$ cat config.mk
export PLATFORM = sky130hd
export DESIGN_NAME = snowman_draw_ctrl
export DESIGN_NICKNAME = d
export VERILOG_FILES = /design/src/rtl/snowman_draw_ctrl.sv
export SDC_FILE = /design/constraint.sdc
export NUM_CORES = 1
export LEC_CHECK = 0
export BUFFER_PORTS_ARGS = -buffer_cell sky130_fd_sc_hd__buf_2
export CELL_PAD_IN_SITES_DETAIL_PLACEMENT = 0
export CELL_PAD_IN_SITES_GLOBAL_PLACEMENT = 1
export CORE_MARGIN = 2
export CORE_UTILIZATION = 38
export CTS_CLUSTER_SIZE = 28
export DETAILED_ROUTE_END_ITERATION = 12
export PLACE_DENSITY = 0.78
export REMOVE_ABC_BUFFERS = 1
export SLEW_MARGIN = 25
export SYNTH_ARGS = -nofsm -noshare
export SYNTH_HDL_FRONTEND = slang
export SYNTH_SLANG_ARGS = --single-unit
export TNS_END_PERCENT = 10
$ cat constraint.sdc
create_clock -name clock -period 5.26 [get_ports clock]
set_input_delay 0.263 -clock clock [delete_from_list [all_inputs] [get_ports clock]]
set_output_delay 0.263 -clock clock [all_outputs]
set_load 0.03 [all_outputs]
$ cat src/rtl/snowman_draw_ctrl.sv
// snowman_draw_ctrl: scans the snowman sprite ROM and turns each word into a clipped framebuffer plot.
module snowman_draw_ctrl #(
  parameter int SPRITE_WORDS = 840,
  parameter int SCREEN_W = 160,
  parameter int SCREEN_H = 120
) (
  input  logic        clock,
  input  logic        reset,
  input  logic        enable,
  input  logic [7:0]  x_coord,
  input  logic [6:0]  y_coord,
  input  logic [15:0] sprite_data,
  output logic [9:0]  addr_read,
  output logic [7:0]  x,
  output logic [6:0]  y,
  output logic [2:0]  colour,
  output logic        writeEn,
  output logic        frame_done
);
  logic [7:0] org_x;
  logic [6:0] org_y;
  logic       cap, last, unused_bits;
  logic [7:0] eff_x;
  logic [6:0] eff_y;
  logic [8:0] sum_x;
  logic [7:0] sum_y;
  // the first word of a frame uses the incoming origin before it is latched
  assign cap = enable && addr_read == '0;
  assign last = addr_read == 10'(SPRITE_WORDS - 1);
  assign eff_x = cap ? x_coord : org_x;
  assign eff_y = cap ? y_coord : org_y;
  assign sum_x = {1'b0, eff_x} + {4'b0, sprite_data[15:11]};
  assign sum_y = {1'b0, eff_y} + {3'b0, sprite_data[10:6]};
  assign unused_bits = ^sprite_data[2:1];
  always_ff @(posedge clock) begin
    if (reset) begin
      addr_read <= '0;
      org_x <= '0;
      org_y <= '0;
      x <= '0;
      y <= '0;
      colour <= '0;
      writeEn <= 1'b0;
      frame_done <= 1'b0;
    end else begin
      if (enable) addr_read <= last ? '0 : addr_read + 10'd1;
      if (cap) begin
        org_x <= x_coord;
        org_y <= y_coord;
      end
      x <= sum_x[7:0];
      y <= sum_y[6:0];
      colour <= sprite_data[5:3];
      writeEn <= enable && sprite_data[0] && sum_x < 9'(SCREEN_W) && sum_y < 8'(SCREEN_H);
      frame_done <= enable && last;
    end
  end
endmodule

Word level (Yosys, flattened, before mapping)

Index checks and enable logic that the tools add are counted.

Add/subtract/negate cells: 3
Magnitude comparators: 2
Muxes and demuxes: 3
Equal/unequal tests: 1
Reduce and logical (&&, ||, !) cells: 6

Operators by type and width:

| cell                                                                 | count |
|---|---|
| 10-bit by 1-bit adder with 10-bit output, second input constant      | 1 |
| 10-bit equality test, second input constant                          | 1 |
| 10-bit zero test                                                     | 1 |
| 10-bit two-way mux                                                   | 1 |
| 8-bit by 5-bit adder with 9-bit output                               | 1 |
| 9-bit by 8-bit < comparator with 1-bit output, second input constant | 1 |
| 7-bit by 5-bit adder with 8-bit output                               | 1 |
| 8-bit by 7-bit < comparator with 1-bit output, second input constant | 1 |
| 8-bit two-way mux                                                    | 1 |
| 7-bit two-way mux                                                    | 1 |
| 1-bit logical AND                                                    | 5 |

Output and inout bits: 30
Logic and storage cells: 23
Register bits: 45

Logic depth before layout (Yosys ltp)

Gate-level depths: netlist of run 1.

Word-level depth: 7
Mapped depth: 16

Worst setup path before layout of run 1

OpenSTA, ideal clock, no wires.

Kind: register -> register
Start: register addr_read[3]
End: register writeEn
Stages on the path, launching flop included: 15
Setup slack: 1.396 ns
Buffers on the path: 3
Period minus slack after synthesis: 3.864 ns
Arrival: 3.748 ns
Cell sequence: dfxtp_1 or4_4 or3_1 buf_2 buf_6 buf_2 mux2_2 ha_1 fa_1 a21o_1 a21oi_1 o21bai_1 nor2b_1 o311a_1 o211a_1

Cells in the longest elaborated chain, start to end: 7

RTL lines:

| what                                          | RTL line | text |
|---|---|---|
| start, declared                               | 13       | `output logic [9:0] addr_read,` |
| start signal, assigned                        | 46       | `if (enable) addr_read <= last ? '0 : addr_read + 10'd1;` |
| 10-bit zero test                              | 28       | `assign cap = enable && addr_read == '0;` |
| 1-bit logical AND                             | 28       |  |
| 8-bit two-way mux                             | --       |  |
| net eff_x[0]                                  | 23       | `logic [7:0] eff_x;` |
| 8-bit by 5-bit adder with 9-bit output        | 32       | `assign sum_x = {1'b0, eff_x} + {4'b0, sprite_data[15:11]};` |
| 9-bit by 8-bit < comparator with 1-bit output | 54       | `writeEn <= enable && sprite_data[0] && sum_x < 9'(SCREEN_W) && sum_y < 8'(SCREEN_H);` |
| 1-bit logical AND (2 in series)               | 54       |  |
| end signal, assigned                          | 54       |  |
| end, declared                                 | 17       | `output logic writeEn,` |

The timed path passes the listed nets, and every way through them passes these cells.
A chain may end at the register's enable or synchronous reset.

Final worst setup path of run 1

Ends and elaborated chain as after synthesis.

==> metrics.md, run 1 <==
| Metric | Value |
|---|---|
| Outcome | `finished, final reports clean` |
| Area leader, netlist | `dfxtp_1` |
| Clock Latency Late Sink | `0.29 ns` |
| Core Util, Final | `47.3%` |
| Clock sinks | `45` |
| Area Overhead vs Synth | `21.3%` |
| CTS H-tree lvls | `2` |
| Min-delay worst type | `in2reg` |
| Die W | `79.0 um` |
| DP Area | `2510 um2` |
| Top-area cell type share of the netlist area | `42.2%` |
| Post-DP HPWL | `3.14 mm` |
| Clock transition at path regs | `0.08 ns` |
| Layout cells sized above 1 | `29.2%` |
| Setup TNS | `0 ns` |
| Post-synth EDFFs | `0` |
| Worst-path maximum fanout | `13` |
| Startpoint Class | `register` |
| Remaining antenna violation count | `0` |
| Slew of the pin with the lowest slew margin | `0.687 ns` |
| Cts repair resizes | `0` |
| Via count | `1612` |
| Ys async rst share | `0%` |
| Post-Syn Area | `2140 um2` |
| Total GRT Usage | `14.3%` |
| Reg area | `901 um2` |
| DR iter-0 viols | `51` |
| Wire per inst | `11.7 um` |
| Critical Path AT | `4.24 ns` |
| First-pass GRT wire length | `6.81 mm` |
| Synth Register Bits | `45` |
| Max Slew Vio Count | `0` |
| Vert. Die Dim | `79.0 um` |
| Synth Warn # | `0` |
| Remaining DRCs | `0` |
| # Max-Cap Violations | `0` |
| Cell area after layout | `2590 um2` |
| FILL cells | `572` |
| Ys flop type | `dfxtp_1` |
| Die area | `6240 um2` |
| Tmin final | `4.04 ns` |
| Most common cell after layout, fill and taps aside | `buf_2` |
| Vias in the first global route | `1509` |
| Fin Clk Skew | `0.00621 ns` |
| Area contributors post-synth | `dfxtp_1 (42%), ha_1 (8.2%), xor2_1 (6.2%)` |
| Gpl congestion | `0.792` |
| Critical Path RT | `5.46 ns` |
| CTS Hold Buffers Added | `0` |
| Clock tree buffer depth | `2` |
| Layout Nets | `333` |
| CP Class | `reg2reg` |
| Vias/cell | `4.53` |
| Initial Util | `39.0%` |
| Antenna Diode Count | `0` |
| Worst VDD drop | `0.123 mV` |
| Largest net degree at the start of global routing | `29` |
| Core Box Area | `5470 um2` |
| Leak | `1.29 nW` |
| CTS tree | `done` |
| Sequential share of the synthesized area | `42.2%` |
| Commonest cells after routing, fill and taps aside | `buf_2 (61), dfxtp_1 (45), nor2_1 (31)` |
| Mapped Avg Cell Area | `9.66 um2` |
| DR pass1 iterations | `4` |
| Synth Instances | `221` |
| Row cnt | `27` |
| Final hold vios | `0` |
| Max_slew headroom | `53.9%` |
| Ports | `64` |
| Root buffer cell | `clkbuf_8` |
| Antenna violations before repair | `0` |
| Distinct cell type count of the synthesized netlist | `36` |
| Cts bufs inserted | `5` |
| Setup Fix Bufs, Post-CTS | `0` |
| Final setup violating endpoints | `0` |
| GRT overflow | `0` |
| F_max | `0.247 GHz` |
| RSZ-0062 raised after global routing | `false` |
| Period utilization | `76.9%` |
| WL final | `4.16 mm` |
| Crit end category | `register` |
| Port buffer count | `61` |
| Power density cells | `310 nW/um2` |
| Multi-input combinational cell area | `1170 um2` |
## state kept, by name, indices dropped and copies added, names as in the netlist
name        flops
org_x           8
y               7
writeEn         1
addr_read      10
org_y           7
colour          3
x               8
frame_done      1
## report_power, final
| part | leakage (nW) | total (W) | internal, W | switching [W] |
|---|---|---|---|---|
| combinational | 0.877 | 0.000214 | 0.0000869 | 0.000128 |
| clock | 0.0450 | 0.000207 | 0.0000922 | 0.000115 |
| sequential | 0.370 | 0.000382 | 0.000371 | 0.0000112 |
## cells in the mapped netlist (all sizes together), types with 2 or more instances
library cell,count
o21ai,6
nand3,4
mux2i,10
and3,5
mux2,9
buf,5
nor2b,7
inv,9
xnor2,6
or3,3
nand2,14
xor2,15
a21o,3
nor2,31
nand2b,2
a21oi,9
or4,2
clkbuf,2
ha,14
dfxtp,45
and2,9
fa,2
## through the flow
step	total power [W]	worst slack [ns]	hold slack, ns	cells
2_1_floorplan	0.000546	1.37	0.330	214
3_3_place_gp	0.000604	1.26	0.478	348
3_5_place_dp	0.000608	1.21	0.483	348
4_1_cts	0.000816	1.20	0.176	356
5_1_grt	0.000850	1.02	0.188	356
6_report	0.000803	1.22	0.185	356
## kinds of logic after synthesis
group                    Yosys count  share of synthesized area [%]
AO/OA/AOI/OAI                     24                           6.97
AND/OR/NAND/NOR                   80                           18.3
buffers and inverters             16                           3.28
multiplexers                      19                           10.6
adder cells (fa/ha/maj)           16                           10.1
XOR/XNOR                          21                           8.61
flip-flops                        45                           42.2
## layer usage
layer / global-route usage, % / up-vias / wire (um)
met2: 24.5 / 33 / 1960
li1: - / 855 / -
met3: 3.41 / 5 / 172
met4: 6.21 / 0 / 72
met1: 16.9 / 719 / 1960
met5: 0 / - / 0
## worst paths after layout
path | from | endpoint | slack, ns | depth (start not counted)
worst max-delay path | addr_read[3]$_SDFFE_PP0P_ | writeEn$_SDFF_PP0_ | 1.22 | 12
worst min register to register | org_y[6]$_SDFF_PP0_ | org_y[6]$_SDFF_PP0_ | 0.56 | 2
worst min-delay path | sprite_data[5] | colour[2]$_SDFF_PP0_ | 0.19 | 2
worst max register to register | addr_read[3]$_SDFFE_PP0P_ | writeEn$_SDFF_PP0_ | 1.22 | 12
## final cells by class
class	count	area share, %
inverters	9	1.30
repair buffers	62	12.1
clock inverters	2	0.386
well taps	72	3.48
clock buffers	6	2.80
flip-flops and latches	45	34.8
multi-input cells	160	45.2
## worst max-delay path: stages, from the launching register on
cell and delay (ns):
dfxtp_1 0.37, or4_4 0.57, or3_1 0.63, buf_4 0.32, mux2_2 0.30, ha_1 0.21
fa_1 0.40, a21o_1 0.19, a21oi_1 0.23, o21bai_1 0.14, nor2b_1 0.17, o311a_1 0.30
o211a_1 0.10
(Power assumes the default switching activity.)
==> run 2, diff against run 1 <==
--- a/config.mk
+++ b/config.mk
@@ -9,10 +9,10 @@
 export CELL_PAD_IN_SITES_DETAIL_PLACEMENT = 0
 export CELL_PAD_IN_SITES_GLOBAL_PLACEMENT = 1
 export CORE_MARGIN = 2
-export CORE_UTILIZATION = 38
+export CORE_UTILIZATION = 34
 export CTS_CLUSTER_SIZE = 28
 export DETAILED_ROUTE_END_ITERATION = 12
-export PLACE_DENSITY = 0.78
+export PLACE_DENSITY = 0.73
 export REMOVE_ABC_BUFFERS = 1
 export SLEW_MARGIN = 25
 export SYNTH_ARGS = -nofsm -noshare
==> constraint.sdc (replaced) <==
create_clock -name clock -period 3.5 [get_ports clock]
set_input_delay 0.175 -clock clock [delete_from_list [all_inputs] [get_ports clock]]
set_output_delay 0.175 -clock clock [all_outputs]
set_load 0.03 [all_outputs]
==> run 2 against run 1 <==
Sequential share of layout area is 2.2 points lower; critical endpoint unchanged; global-route usage shrank 0.86 points; critical path depth down 1.
==> metrics.md, run 2 (synthesis results as in run 1) <==
| Metric | Value |
|---|---|
| Outcome | `finished, final reports clean` |
| Final setup violating endpoints | `0 (unchanged)` |
| GRT overflow | `0 (unchanged)` |
| F_max | `0.300 GHz (+21%)` |
| Placed insts | `368 (+5.7%)` |
| Remaining DRCs | `0 (unchanged)` |
| Power density cells | `480 nW/um2 (+55%)` |
| Clock transition at path regs | `0.08 ns (about the same)` |
| Leak | `1.40 nW (+8.0%)` |
| CTS H-tree lvls | `2 (unchanged)` |
| DR pass1 iterations | `3 (-1)` |
| Largest registers | `addr_read (10), org_x (8), x (8)` |
| Max reg flops | `10 (unchanged)` |
| Layout Nets | `351 (+5.4%)` |
| Ports | `64 (unchanged)` |
| Vert. Die Dim | `83.3 um (+5.4%)` |
| Max Slew Vio Count | `0 (unchanged)` |
| Die W | `83.3 um (+5.4%)` |
| Die area | `6930 um2 (+11%)` |
| # Max-Cap Violations | `0 (unchanged)` |
| Tmin final | `3.33 ns (-0.710 ns)` |
| Critical Path RT | `3.69 ns (-1.77 ns)` |
| Port buffer count | `61 (unchanged)` |
| Antenna Diode Count | `0 (unchanged)` |
| Startpoint Class | `register` |
| Row cnt | `28 (+3.7%)` |
| Slew of the pin with the lowest slew margin | `0.509 ns (-0.178 ns)` |
| Reg-to-reg startpoint | `addr_read[9]$_SDFFE_PP0P_` |
| Core Box Area | `5990 um2 (+9.5%)` |
| Max_slew headroom | `66.0% (+12 points)` |
| Hold Startpoint | `sprite_data[5]` |
| Layout cells sized above 1 | `33.8% (+4.5 points)` |
| R2R depth | `11 (-1)` |
| Setup TNS | `0 ns (unchanged)` |
| Initial Util | `35.7% (-3.4 points)` |
| Biggest register | `addr_read` |
| WL final | `4.42 mm (+6.2%)` |
| Crit end category | `register` |
| Cell area after layout | `2770 um2 (+6.8%)` |
| Worst-path maximum fanout | `6 (-7)` |
| Gpl congestion | `0.789 (-0.40%)` |
| Total GRT Usage | `13.4% (-0.86 points)` |
| Critical Path AT | `3.53 ns (-0.71 ns)` |
| Clock sinks | `45 (unchanged)` |
| Wire per inst | `11.7 um (+0.26%)` |
| Worst R2R Setup Slack | `0.17 ns (-1.05 ns)` |
| Most common cell after layout, fill and taps aside | `buf_2` |
| Final hold vios | `0 (unchanged)` |
| Post-DP HPWL | `3.45 mm (+9.8%)` |
| Hold Path Stages | `2 (unchanged)` |
| Via count | `1672 (+3.7%)` |
| Final std cells w/o fill | `377 (+5.9%)` |
| CP Class | `reg2reg` |
| Top Layer Used | `met4` |
| Crit Reg-Reg Endpoint | `writeEn$_SDFF_PP0_` |
| Commonest cells after routing, fill and taps aside | `buf_2 (61), dfxtp_1 (45), nor2_1 (31)` |
| Period utilization | `95.2% (+18 points)` |
| Clock tree buffer depth | `2 (unchanged)` |
| Area Overhead vs Synth | `29.5%` |
| RSZ-0062 raised after global routing | `false` |
| Hold Crit Endpoint | `colour[2]$_SDFF_PP0_` |
| First-pass GRT wire length | `7.47 mm (+9.6%)` |
| Worst VDD drop | `0.148 mV (+20%)` |
| Largest net degree at the start of global routing | `29 (unchanged)` |
| Vias/cell | `4.44 (-2.1%)` |
| Root buffer cell | `clkbuf_8` |
| Vias in the first global route | `1622 (+7.5%)` |
| Clock Latency Late Sink | `0.30 ns (about the same)` |
| Fin Clk Skew | `0.0117 ns (+0.00554 ns)` |
| Met3 WL | `160 um (-7.0%)` |
| Cts bufs inserted | `5 (unchanged)` |
| CTS tree | `done` |
| Antenna violations before repair | `0 (unchanged)` |
| DP Area | `2630 um2 (+5.0%)` |
| Min-delay worst type | `in2reg` |
| DR iter-0 viols | `36 (-29%)` |
| Core Util, Final | `46.2% (-1.1 points)` |
| Remaining antenna violation count | `0 (unchanged)` |
| Met2 wire len | `2.11 mm (+7.6%)` |
| Sum of routed wire segments on met1 | `2.08 mm (+6.3%)` |
[run 2: worst max-delay path by stage]
stage,from,to,slack [ns],depth (start not counted)
2_1_floorplan,addr_read[3]$_SDFFE_PP0P_,writeEn$_SDFF_PP0_,-0.39,11
3_3_place_gp,addr_read[3]$_SDFFE_PP0P_,writeEn$_SDFF_PP0_,0.02,11
3_5_place_dp,addr_read[3]$_SDFFE_PP0P_,writeEn$_SDFF_PP0_,-0.004,11
4_1_cts,addr_read[3]$_SDFFE_PP0P_,writeEn$_SDFF_PP0_,0.08,11
5_1_grt,addr_read[9]$_SDFFE_PP0P_,writeEn$_SDFF_PP0_,0.009,11
6_report,addr_read[9]$_SDFFE_PP0P_,writeEn$_SDFF_PP0_,0.17,11
[run 2: through the flow]
step	power, W	setup slack, ns	hold slack (ns)
2_1_floorplan	0.000820	-0.389	0.242
3_3_place_gp	0.000929	0.0236	0.388
4_1_cts	0.00135	0.0819	0.0864
6_report	0.00133	0.167	0.0925
3_5_place_dp	0.000934	-0.00427	0.393
5_1_grt	0.00141	0.00894	0.0824
[run 2: per-layer routing]
metal  up-vias  track usage [%]
met5         -                0
met4         0             4.47
met3         5             3.78
met2        30             22.7
met1       746             16.3
li1        891                -
[run 2: final cells by class]
type,count,area [um2]
multi-input combinational,160,1170
sequential,45,901
tap,75,93.8
clock inverter,1,30.0
inverter,9,33.8
fill,622,3220
timing repair buffer,80,448
clock buffer,7,86.3
[run 2: critical path, cell delays in order, from the launching register on]
cell and delay, ns:
dfxtp_1 0.32, or4_1 0.53, or3_4 0.45, mux2_2 0.30, ha_1 0.21, fa_1 0.39
a21o_1 0.20, a21oi_2 0.15, o21bai_1 0.10, nor2b_1 0.17, o311a_1 0.31, o211a_1 0.11
[run 2: power by group]
group | internal [W] | switching, W
clock network | 0.000233 | 0.000175
registers | 0.000557 | 0.0000158
logic | 0.000151 | 0.000197
[run 2: timing repair]
item,in CTS,in global routing
setup buffers,0,1
pin swaps,0,1
hold buffers,0,0
gates resized for setup,1,2
endpoints found under the setup margin,1,1
